**src/rtl/clb_lvds_rx.sv**
```systemverilog
// Camera Link 7:1 receiver: frame alignment on the clock lane and decoding of the X0..X3 data lanes.
// Define CLB_LVDS_RX_ERR_CNT_EN to build the saturating alignment-error counter behind err_cnt.
//
// state  | meaning
// HUNT   | searching every cycle for the 1100011 clock-lane marker
// CHECK  | marker found, confirming it on following frame boundaries
// LOCKED | aligned; capturing one word per frame, tolerating a single miss

module clb_lvds_rx (
    input  logic        clk,
    input  logic        rst,
    input  logic        lvds_clk,
    input  logic        d0,
    input  logic        d1,
    input  logic        d2,
    input  logic        d3,
    output logic        locked,
    output logic        pix_valid,
    output logic [27:0] raw,
    output logic [7:0]  port_a,
    output logic [7:0]  port_b,
    output logic [7:0]  port_c,
    output logic        lval,
    output logic        fval,
    output logic        dval,
    output logic        spare,
    output logic        lock_lost,
    output logic [15:0] err_cnt
);

    localparam logic [6:0] MARKER = 7'b1100011;

    typedef enum logic [1:0] {
        HUNT   = 2'd0,
        CHECK  = 2'd1,
        LOCKED = 2'd2
    } state_t;

    state_t      state, state_nxt;
    logic [6:0]  sr_clk, sr_d0, sr_d1, sr_d2, sr_d3;
    logic [2:0]  bit_cnt;
    logic [2:0]  match_cnt;
    logic        miss_cnt;
    logic        marker;
    logic        eval;
    logic        bit_clr;
    logic        match_inc;
    logic        capture;
    logic        mis_eval;
    logic        lost;
    logic [27:0] word_nxt;

    // First-received bit sits in sr[6] but belongs at word bit 0.
    function automatic logic [6:0] rev7(input logic [6:0] v);
        logic [6:0] r;
        for (int i = 0; i < 7; i++) r[i] = v[6-i];
        return r;
    endfunction

    assign marker   = (sr_clk == MARKER);
    assign eval     = (bit_cnt == 3'd6);
    assign word_nxt = {rev7(sr_d3), rev7(sr_d2), rev7(sr_d1), rev7(sr_d0)};
    assign locked   = (state == LOCKED);

    always_ff @(posedge clk or negedge rst) begin
        if (!rst) begin
            sr_clk <= '0;
            sr_d0  <= '0;
            sr_d1  <= '0;
            sr_d2  <= '0;
            sr_d3  <= '0;
        end else begin
            sr_clk <= {sr_clk[5:0], lvds_clk};
            sr_d0  <= {sr_d0[5:0], d0};
            sr_d1  <= {sr_d1[5:0], d1};
            sr_d2  <= {sr_d2[5:0], d2};
            sr_d3  <= {sr_d3[5:0], d3};
        end
    end

    always_ff @(posedge clk or negedge rst) begin
        if (!rst) state <= HUNT;
        else      state <= state_nxt;
    end

    always_comb begin
        state_nxt = state;
        bit_clr   = 1'b0;
        match_inc = 1'b0;
        capture   = 1'b0;
        mis_eval  = 1'b0;
        lost      = 1'b0;
        case (state)
            HUNT: begin
                if (marker) begin
                    state_nxt = CHECK;
                    bit_clr   = 1'b1;
                end
            end
            CHECK: begin
                if (eval) begin
                    if (marker) begin
                        match_inc = 1'b1;
                        if (match_cnt == 3'd3) state_nxt = LOCKED;
                    end else begin
                        mis_eval  = 1'b1;
                        state_nxt = HUNT;
                    end
                end
            end
            LOCKED: begin
                if (eval) begin
                    if (marker) begin
                        capture = 1'b1;
                    end else begin
                        mis_eval = 1'b1;
                        if (miss_cnt) begin
                            state_nxt = HUNT;
                            lost      = 1'b1;
                        end
                    end
                end
            end
            default: state_nxt = HUNT;
        endcase
    end

    always_ff @(posedge clk or negedge rst) begin
        if (!rst) begin
            bit_cnt   <= '0;
            match_cnt <= '0;
            miss_cnt  <= 1'b0;
        end else begin
            if (bit_clr || eval) bit_cnt <= '0;
            else                 bit_cnt <= bit_cnt + 3'd1;

            if (state == HUNT)           match_cnt <= marker ? 3'd1 : 3'd0;
            else if (state_nxt == HUNT)  match_cnt <= '0;
            else if (match_inc)          match_cnt <= match_cnt + 3'd1;

            if (state_nxt == HUNT || capture)    miss_cnt <= 1'b0;
            else if (mis_eval && state == LOCKED) miss_cnt <= 1'b1;
        end
    end

    // Data outputs only move on a captured frame; HUNT entry leaves them alone.
    always_ff @(posedge clk or negedge rst) begin
        if (!rst) begin
            raw       <= '0;
            pix_valid <= 1'b0;
            lock_lost <= 1'b0;
        end else begin
            pix_valid <= capture;
            lock_lost <= lost;
            if (capture) raw <= word_nxt;
        end
    end

    assign port_a = {raw[22], raw[21], raw[5:0]};
    assign port_b = {raw[24], raw[23], raw[11:7], raw[6]};
    assign port_c = {raw[26], raw[25], raw[17:14], raw[13:12]};
    assign lval   = raw[18];
    assign fval   = raw[19];
    assign dval   = raw[20];
    assign spare  = raw[27];

`ifdef CLB_LVDS_RX_ERR_CNT_EN
    logic [15:0] err_q;

    always_ff @(posedge clk or negedge rst) begin
        if (!rst)                               err_q <= '0;
        else if (mis_eval && err_q != 16'hFFFF) err_q <= err_q + 16'd1;
    end

    assign err_cnt = err_q;
`else
    assign err_cnt = '0;
`endif

endmodule

```
**config.mk**
```make
export PLATFORM = sky130hd
export DESIGN_NAME = clb_lvds_rx
export DESIGN_NICKNAME = d
export VERILOG_FILES = /design/src/rtl/clb_lvds_rx.sv
export SDC_FILE = /design/constraint.sdc
export NUM_CORES = 1
export LEC_CHECK = 0
export CAP_MARGIN = 20
export CORE_AREA = 2 2 73 75
export DETAILED_ROUTE_END_ITERATION = 10
export DIE_AREA = 0 0 75 77
export DONT_BUFFER_PORTS = 1
export GPL_ROUTABILITY_DRIVEN = 1
export HOLD_SLACK_MARGIN = 0.03
export PLACE_DENSITY = 0.75
export SYNTH_ARGS = -nofsm -noshare
export SYNTH_HDL_FRONTEND = slang
export SYNTH_SLANG_ARGS = --single-unit
```
**constraint.sdc**
```tcl
create_clock -name clk -period 3.3 [get_ports clk]
set_input_delay 0.33 -clock clk [delete_from_list [all_inputs] [get_ports clk]]
set_output_delay 0.33 -clock clk [all_outputs]
set_load 0.03 [all_outputs]
```
==> results.sh, run 1 <==
export IMPL_status="finished, final reports clean"
export IMPL_dr_pass1_iters=4
export IMPL_worstPathCellList="inv_1 -> ha_1 -> nand3_1 -> nor2_2 -> buf_4 -> mux2_2"
export IMPL_crit_slowest_cell="ha_1"
export IMPL_synth_compound_area_frac=0.0351
export IMPL_max_freq_mhz=456
export IMPL_synth_avg_cell_area_um2=14.4
export IMPL_end_kind="flop"
export IMPL_critical_path_peak_fanout=30
export IMPL_post_dp_hpwl_um=2810
export IMPL_rrSetupSlack_ns=1.11
export IMPL_finalHoldViolCount=0
export IMPL_cp_required_ns=3.52
export IMPL_start_kind="flop"
export IMPL_start_util=0.594
export IMPL_yosysSeqAreaShare=0.626
export IMPL_wirelength_um=4160
export IMPL_ir_drop_mv=0.411
export IMPL_cts_tree="done"
export IMPL_skew_ns=0.00768
export IMPL_period_minus_slack_ns=2.19
export IMPL_utilization=0.617
export IMPL_syn2layout_area_growth_pct=3.89
export IMPL_antenna_found_initial=0
export IMPL_setup_worst_path_start="state[0]"
export IMPL_ys_warn_count=0
export IMPL_clkTransAtPathRegs_ns=0.08
export IMPL_dominantRegCellSynth="dfrtp_1"
export IMPL_critPathBufInv=2
export IMPL_crit_type="flop to flop"
export IMPL_drc=0
export IMPL_synth_top_family_by_area="buffers and inverters"
export IMPL_cts_root_buf="clkbuf_8"
export IMPL_finalSetupTns_ns=0
export IMPL_rsz0062_at_grt="false"
export IMPL_insertion_delay_ns=0.33
export IMPL_relSlewSlack=0.589
export IMPL_worstHoldStart="sr_d3[0]"
export IMPL_hold_ws_ns=0.365
export IMPL_synthTopCellsByArea="dfrtp_1 63%, buf_4 12%, mux2_2 11%"
export IMPL_path_depth=6
export IMPL_tightest_slew_ns=0.616
export IMPL_synth_largest_area_cell="dfrtp_1"
export IMPL_fin_nets=205
export IMPL_worstHoldPathCells=0
export IMPL_rr_startpoint="state[0]"
export IMPL_ys_async_sr_fraction=1.00
export IMPL_std_cell_rows=26
export IMPL_wl_per_cell_um=15.7
export IMPL_drive_gt1_frac=0.277
export IMPL_setup_viol=0
export IMPL_placed_cells=242
export IMPL_crit_family="buffers and inverters"
export IMPL_final_cells=265
export IMPL_synth_edf_count=0
export IMPL_first_global_vias=1449
export IMPL_fp_dieH_um=77
export IMPL_clock_sinks=74
export IMPL_cp_slowest_stage_delay_ns=0.46
export IMPL_place_congestion=0.724
export IMPL_track_usage=0.163
export IMPL_nFillCells=372
export IMPL_synth_distinct_cells=33
export IMPL_pin_count=82
export IMPL_hp_class="flop to flop"
export IMPL_slew_violations=0
export IMPL_overflow=0
export IMPL_htree_levels=3
export IMPL_synthXorXnorAreaFrac=0.00592
export IMPL_p_leak_nw=1.47
export IMPL_synthCells=206
export IMPL_p_per_area_mw_per_mm2=648
export IMPL_cts_buffers=9
export IMPL_synth_simple_area_share=0.0541
export IMPL_ff2ff_path_depth=6
export IMPL_worst_endpoint_arrival_ns=2.41
export IMPL_portBuffers=0
export IMPL_die_w_um=75
export IMPL_core_mm2=0.00498
export IMPL_synth_seq_cells=74
export IMPL_syn_cell_area_mm2=0.00296
export IMPL_cts_buffer_depth=2
export IMPL_finalCritPeriodShare=0.664
export IMPL_vias_per_cell=5.13
export IMPL_drv_cap=0
export IMPL_grt_pass1_wl_um=6910
export IMPL_drtIter0Drc=51
export IMPL_synthMuxAreaShare=0.110
export IMPL_final_antenna_net_count=0
export IMPL_grt_max_degree=75
export IMPL_dieArea_mm2=0.00578
export IMPL_diodes=0
export IMPL_synth_top_area_share=0.626
export IMPL_synthAdderAreaFrac=0.0338
export IMPL_dr_total_vias=1360
==> per-stage QoR <==
stage                     setup WS, ns  area (um2)  total power, mW
final                             1.11        3070             1.99
after global routing             0.981        3070             2.07
after CTS                         1.10        3070             2.01
after detailed placement          1.11        2740             1.14
after global placement            1.26        2740             1.12
after floorplan                   1.48        3010             1.12
==> layout by cell type (no fill, tap or decap), types with 2 or more instances in the layout <==
master / netlist / final
mux2_2: 28 / 28
inv_1: 5 / 5
dlygate4sd3_1: 0 / 6
nand2_1: 4 / 4
clkbuf_8: 0 / 10
bufinv_16: 0 / 3
a21oi_1: 2 / 2
ha_1: 8 / 8
nand3_1: 2 / 2
conb_1: 1 / 16
nor2_1: 7 / 6
nor3_1: 3 / 3
a41oi_1: 2 / 2
dfrtp_1: 74 / 74
xnor2_1: 2 / 2
==> flip-flops by register name, indices dropped and copies added, names as in the netlist, 2 cells and up <==
name,count
sr_clk,7
sr_d2,7
sr_d1,7
raw,28
state,2
bit_cnt,3
sr_d0,7
match_cnt,3
sr_d3,7
==> area by class of cell <==
type,instances,area (um2),area share
Sequential cell,74,1850,0.603
Multi-Input combinational cell,92,769,0.250
Clock inverter,6,113,0.0366
Timing Repair Buffer,8,95.1,0.0309
Inverter,5,18.8,0.00611
Clock buffer,10,138,0.0448
Tap cell,70,87.6,0.0285
==> cell usage after synthesis, types with 2 or more instances <==
| cell | n |
|---|---|
| a21oi_1 | 2 |
| mux2_2 | 28 |
| nand2_1 | 4 |
| xnor2_1 | 2 |
| nand3_1 | 2 |
| buf_4 | 48 |
| a41oi_1 | 2 |
| inv_1 | 5 |
| dfrtp_1 | 74 |
| ha_1 | 8 |
| nor2_1 | 7 |
| nor3_1 | 3 |
==> where the power goes <==
group	leakage (nW)	internal (mW)	switching, mW
clock network	0.127	0.525	0.316
registers	0.947	0.951	0.0336
logic	0.401	0.0566	0.109
==> per-layer routing <==
layer / vias up / wire, um / GRT usage
met2: 68 / 2110 / 0.250
met3: 9 / 404 / 0.0762
li1: 594 / - / -
met1: 689 / 1580 / 0.197
met5: - / 0 / 0
met4: 0 / 66 / 0.0696
==> cell families after synthesis <==
logic type | Yosys count
flops | 74
buf+inv | 55
mux | 29
simple gates | 26
compound gates | 11
fa+ha+maj | 8
xor+xnor | 2
other cells | 1
==> final timing paths <==
kind | to
setup / recovery | raw[13]
hold / removal | sr_d3[1]
setup reg to reg | raw[13]
hold reg to reg | sr_d3[1]
max in group asynchronous | sr_d2[6]
min in group asynchronous | sr_d1[3]
==> repair_timing <==
action                                 in CTS  in global routing
endpoints found under the hold margin      79                  0
setup buffers                               0                  0
hold buffers                                7                  0
gates resized for setup                     0                  0
Power figures use the tool's default switching activity.
==> run 2, diff against run 1 <==
- clock period: 3.3 -> 2.3 ns (I/O delays scaled with it)
==> results.sh, run 2 (same netlist as run 1, synthesis figures left out) <==
export IMPL_diodes=0
export IMPL_regMostFlops="raw"
export IMPL_grt_max_degree=75
export IMPL_timing_rr_end="match_cnt[0]"
export IMPL_post_dp_hpwl_um=2930
export IMPL_crit_slowest_cell="dfrtp_1"
export IMPL_clkTransAtPathRegs_ns=0.07
export IMPL_fin_nets=207
export IMPL_wirelength_um=4380
export IMPL_wl_per_cell_um=16.5
export IMPL_final_common_cell="dfrtp_1"
export IMPL_grt_pass1_wl_um=7130
export IMPL_drtIter0Drc=60
export IMPL_cp_required_ns=2.51
export IMPL_slew_violations=0
export IMPL_final_cell_mix="74 x dfrtp_1, 28 x mux2_2, 16 x conb_1"
export IMPL_worstHoldStart="sr_d3[2]"
export IMPL_nFillCells=383
export IMPL_worst_endpoint_arrival_ns=2.23
export IMPL_p_per_area_mw_per_mm2=855
export IMPL_rsz0062_at_grt="false"
export IMPL_dieArea_mm2=0.00578
export IMPL_holdPathEnd="sr_d3[3]"
export IMPL_rrSetupSlack_ns=0.27
export IMPL_ir_drop_mv=0.528
export IMPL_swShare=0.250
export IMPL_worstHoldPathCells=0
export IMPL_relSlewSlack=0.586
export IMPL_insertion_delay_ns=0.33
export IMPL_pin_count=82
export IMPL_power_total_mw=2.58
export IMPL_max_freq_mhz=494
export IMPL_end_kind="flop"
export IMPL_drive_gt1_frac=0.276
export IMPL_start_util=0.594
export IMPL_clockPowerShare=0.360
export IMPL_p_leak_nw=1.45
export IMPL_status="finished, final reports clean"
export IMPL_rr_startpoint="state[0]"
export IMPL_portBuffers=0
export IMPL_p_comb_frac=0.093
export IMPL_overflow=0
export IMPL_antenna_found_initial=0
export IMPL_cp_slowest_stage_delay_ns=0.38
export IMPL_period_minus_slack_ns=2.03
export IMPL_drv_cap=0
export IMPL_fp_dieH_um=77
export IMPL_clock_sinks=74
export IMPL_die_w_um=75
export IMPL_critical_path_peak_fanout=7
export IMPL_dr_total_vias=1395
export IMPL_setup_viol=0
export IMPL_crit_type="flop to flop"
export IMPL_final_antenna_net_count=0
export IMPL_p_seq_frac=0.547
export IMPL_finalSetupTns_ns=0
export IMPL_track_usage=0.168
export IMPL_cts_buffers=9
export IMPL_syn2layout_area_growth_pct=2.16
export IMPL_first_global_vias=1541
export IMPL_core_mm2=0.00498
export IMPL_cts_resized=0
export IMPL_start_kind="flop"
export IMPL_skew_ns=0.00798
export IMPL_worstPathCellList="inv_1 -> ha_1 -> nand3b_1 -> a211oi_4 -> o21ai_1 -> a22oi_2 -> o31ai_1"
export IMPL_place_congestion=0.793
export IMPL_hold_buffers=7
export IMPL_dr_pass1_iters=4
export IMPL_tightest_slew_ns=0.622
export IMPL_cts_buffer_depth=2
export IMPL_htree_levels=3
export IMPL_cts_root_buf="clkbuf_8"
export IMPL_drc=0
export IMPL_largest_reg_flops=28
export IMPL_cts_tree="done"
export IMPL_post_cts_buffers=0
export IMPL_p_int_mw=1.94
export IMPL_finalCritPeriodShare=0.881
export IMPL_std_cell_rows=26
export IMPL_ff2ff_path_depth=7
export IMPL_vias_per_cell=5.24
export IMPL_finalHoldViolCount=0
export IMPL_p_sw_mw=0.645
export IMPL_hp_class="flop to flop"
==> run 2: changes by cell type in the layout (fill, tap and decap cells not counted) <==
cell	change
buf_4	+2
bufinv_16	-2
clkbuf_1	+1
clkbuf_8	-1
clkinv_2	+1
clkinvlp_4	+1
inv_6	-1
==> run 2: power groups by stage <==
| stage | Combinational [mW] | Sequential [mW] | Clock, mW |
|---|---|---|---|
| after floorplan | 0.186 | 1.42 | 0 |
| after CTS | 0.240 | 1.41 | 0.963 |
| after detailed placement | 0.201 | 1.44 | 0 |
| final | 0.241 | 1.41 | 0.930 |
| after global routing | 0.270 | 1.42 | 1.01 |
| after global placement | 0.176 | 1.43 | 0 |
==> run 2: cell type report <==
| class | instances | area, um2 | area share |
|---|---|---|---|
| sequential | 74 | 1850 | 0.613 |
| clock inverter | 5 | 56.3 | 0.0186 |
| clock buffer | 10 | 128 | 0.0422 |
| multi-input combinational | 92 | 769 | 0.255 |
| inverter | 5 | 18.8 | 0.00621 |
| tap | 70 | 87.6 | 0.0290 |
| timing repair buffer | 10 | 110 | 0.0364 |
==> run 2: routing by layer <==
metal | share of wire | wire (um) | global-route usage | vias to the layer above
li1 | - | - | - | 596
met1 | 0.37 | 1620 | 0.190 | 722
met2 | 0.52 | 2290 | 0.269 | 61
met3 | 0.081 | 353 | 0.0539 | 16
met4 | 0.027 | 120 | 0.105 | 0
met5 | 0 | 0 | 0 | -
==> run 2: how the worst max path moves through the flow <==
| stage | startpoint | endpoint | slack [ns] | cells past startpoint |
|---|---|---|---|---|
| 6_report | state[0] | match_cnt[0] | 0.27 | 7 |
| 5_1_grt | state[1] | match_cnt[0] | 0.14 | 7 |
| 4_1_cts | state[0] | match_cnt[2] | 0.31 | 7 |
| 3_5_place_dp | state[0] | match_cnt[2] | 0.32 | 7 |
| 3_3_place_gp | state[0] | match_cnt[0] | 0.50 | 7 |
| 2_1_floorplan | state[0] | raw[0] | 0.48 | 6 |
==> run 2: through the flow <==
stage	hold WS (ns)	setup WS (ns)	cells	util	cell area [um2]
floorplan	-0.0656	0.476	221	-	3010
global placement	-0.0640	0.495	244	0.553	2750
detailed placement	-0.0646	0.319	244	0.553	2750
CTS	0.372	0.315	266	0.607	3020
global route	0.388	0.142	266	0.607	3020
finish	0.367	0.274	266	0.607	3020
==> run 2: critical path: cells and delay by family, from the launching register on <==
| kind | cells | cell delay (ns) |
|---|---|---|
| flip-flops | 1 | 0.38 |
| AND/OR/NAND/NOR | 1 | 0.26 |
| buffers and inverters | 1 | 0.09 |
| adder cells (fa/ha/maj) | 1 | 0.29 |
| AO/OA/AOI/OAI | 4 | 0.88 |
==> RTL change, RTL diff (flow settings as in run 1) <==
Add a define of `CLB_LVDS_RX_ERR_CNT_EN`.
--- a/src/rtl/clb_lvds_rx.sv
+++ b/src/rtl/clb_lvds_rx.sv
@@ -6,4 +6,6 @@
 // CHECK  | marker found, confirming it on following frame boundaries
 // LOCKED | aligned; capturing one word per frame, tolerating a single miss
+
+`define CLB_LVDS_RX_ERR_CNT_EN
 
 module clb_lvds_rx (
Behaviour: no difference found for any inputs over 10 cycles, from zero or initial values and one cycle with rst low; that may be too few to reach the edited logic, so the function may still have changed.
==> RTL change against run 1 <==
- critical path depth unchanged
- worst hold slack gained 0.0077 ns
- sequential share of layout area shrank 0.56 points
- setup slack worse by 0.033 ns
- area after synthesis grew 22%
- synthesized cell count grew 26%
- wire length increased by 35%
- cell area increased by 23%
- non-clock buffer count did not move
- total power grew 14%
- sequential cell count grew 16
- cell count grew 22%
==> RTL change: results (changes against run 1) <==
DRT iter0 DRCs=72 (was 51); buffer share of cell area=2.52% (was 3.09%); nonclk inv count=6 (was 5); pin count of the biggest net entering global routing=91 (was 75); Syn Inst Count=260 (was 206); register area share after synthesis=62.4% (was 62.6%); number of global-route vias before repair=1,955 (was 1,449); Fmax=449 MHz (was 456 MHz); GRT Resource Usage Total=21.8% (was 16.3%); DP Area=3460 um^2 (was 2740 um^2); critical hold path startpoint=sr_d0[5] (was sr_d3[0]); Comb pwr share=9.7% (was 8.3%); CTS sink count=90 (was 74); Sw Share=25.7% (was 23.0%); multi-input combinational cell area=1090 um^2 (was 769 um^2); hold_ws=0.373 ns (was 0.365 ns); fraction of area in registers=59.7% (was 60.3%); clock skew=0.0106 ns (was 0.00768 ns); synth cell count leaders=dfrtp_1 (90), buf_4 (31), mux2_2 (21) (was dfrtp_1 (74), buf_4 (48), mux2_2 (28)); maximum vdd drop=0.432 mV (was 0.411 mV); Post-DP HPWL=3770 um (was 2810 um); status=complete, no violations (unchanged); FF/Latch Area=2250 um^2 (was 1850 um^2); end of the worst hold path=sr_d0[6] (was sr_d3[1]); layout cells sized above 1=19.4% (was 27.7%); wire per inst=17.4 um (was 15.7 um); reg-to-reg setup timing slack=1.07 ns (was 1.11 ns); Synth area leaders=dfrtp_1 (62%), mux2_2 (6.6%), buf_4 (6.4%), ha_1 (3.1%), mux2_1 (2.5%) (was dfrtp_1 (63%), buf_4 (12%), mux2_2 (11%), ha_1 (3.4%), nor2_1 (0.89%)); WP data arrival=2.46 ns (was 2.41 ns); Placer Congestion=0.802 (was 0.724); worst-margin pin slew=0.598 ns (was 0.616 ns); power per cell area=602 nW/um^2 (was 648 nW/um^2); clock share of power=35.9% (was 42.2%); global-route wire length before repair=9330 um (was 6910 um); Fillers=296 (was 372); Clock-cell share=5.87% (was 8.14%); Vias=1,832 (was 1,360)
RTL change: metal layers:
layer  vias up  wire [um]  GRT usage (%)
met1       932       2280           27.9
met2        52       2870           33.7
met3         9        382           8.67
li1        839          -              -
met4         0         76           7.68
met5         -          0              0
RTL change: what timing repair did:
item,in CTS,in global routing
hold buffers,7,0
buffers inserted,0,0
endpoints found under the hold margin,95,0
resized for setup,0,0
RTL change: kinds of logic (layout without fill, tap and decap cells):
family | after synthesis | after routing | synth area share [%]
simple gates | 56 | 56 | 8.87
compound gates | 20 | 20 | 4.75
flops | 90 | 90 | 62.4
mux | 31 | 31 | 9.60
xor+xnor | 16 | 16 | 3.88
fa+ha+maj | 9 | 9 | 3.12
buf+inv | 38 | 30 | 7.38
RTL change: critical path: stages (launching register included):
cell and delay, ns:
dfrtp_1 0.45, inv_1 0.13, ha_1 0.48, nand2_1 0.17
nor2_2 0.11, buf_4 0.36, mux2_2 0.39
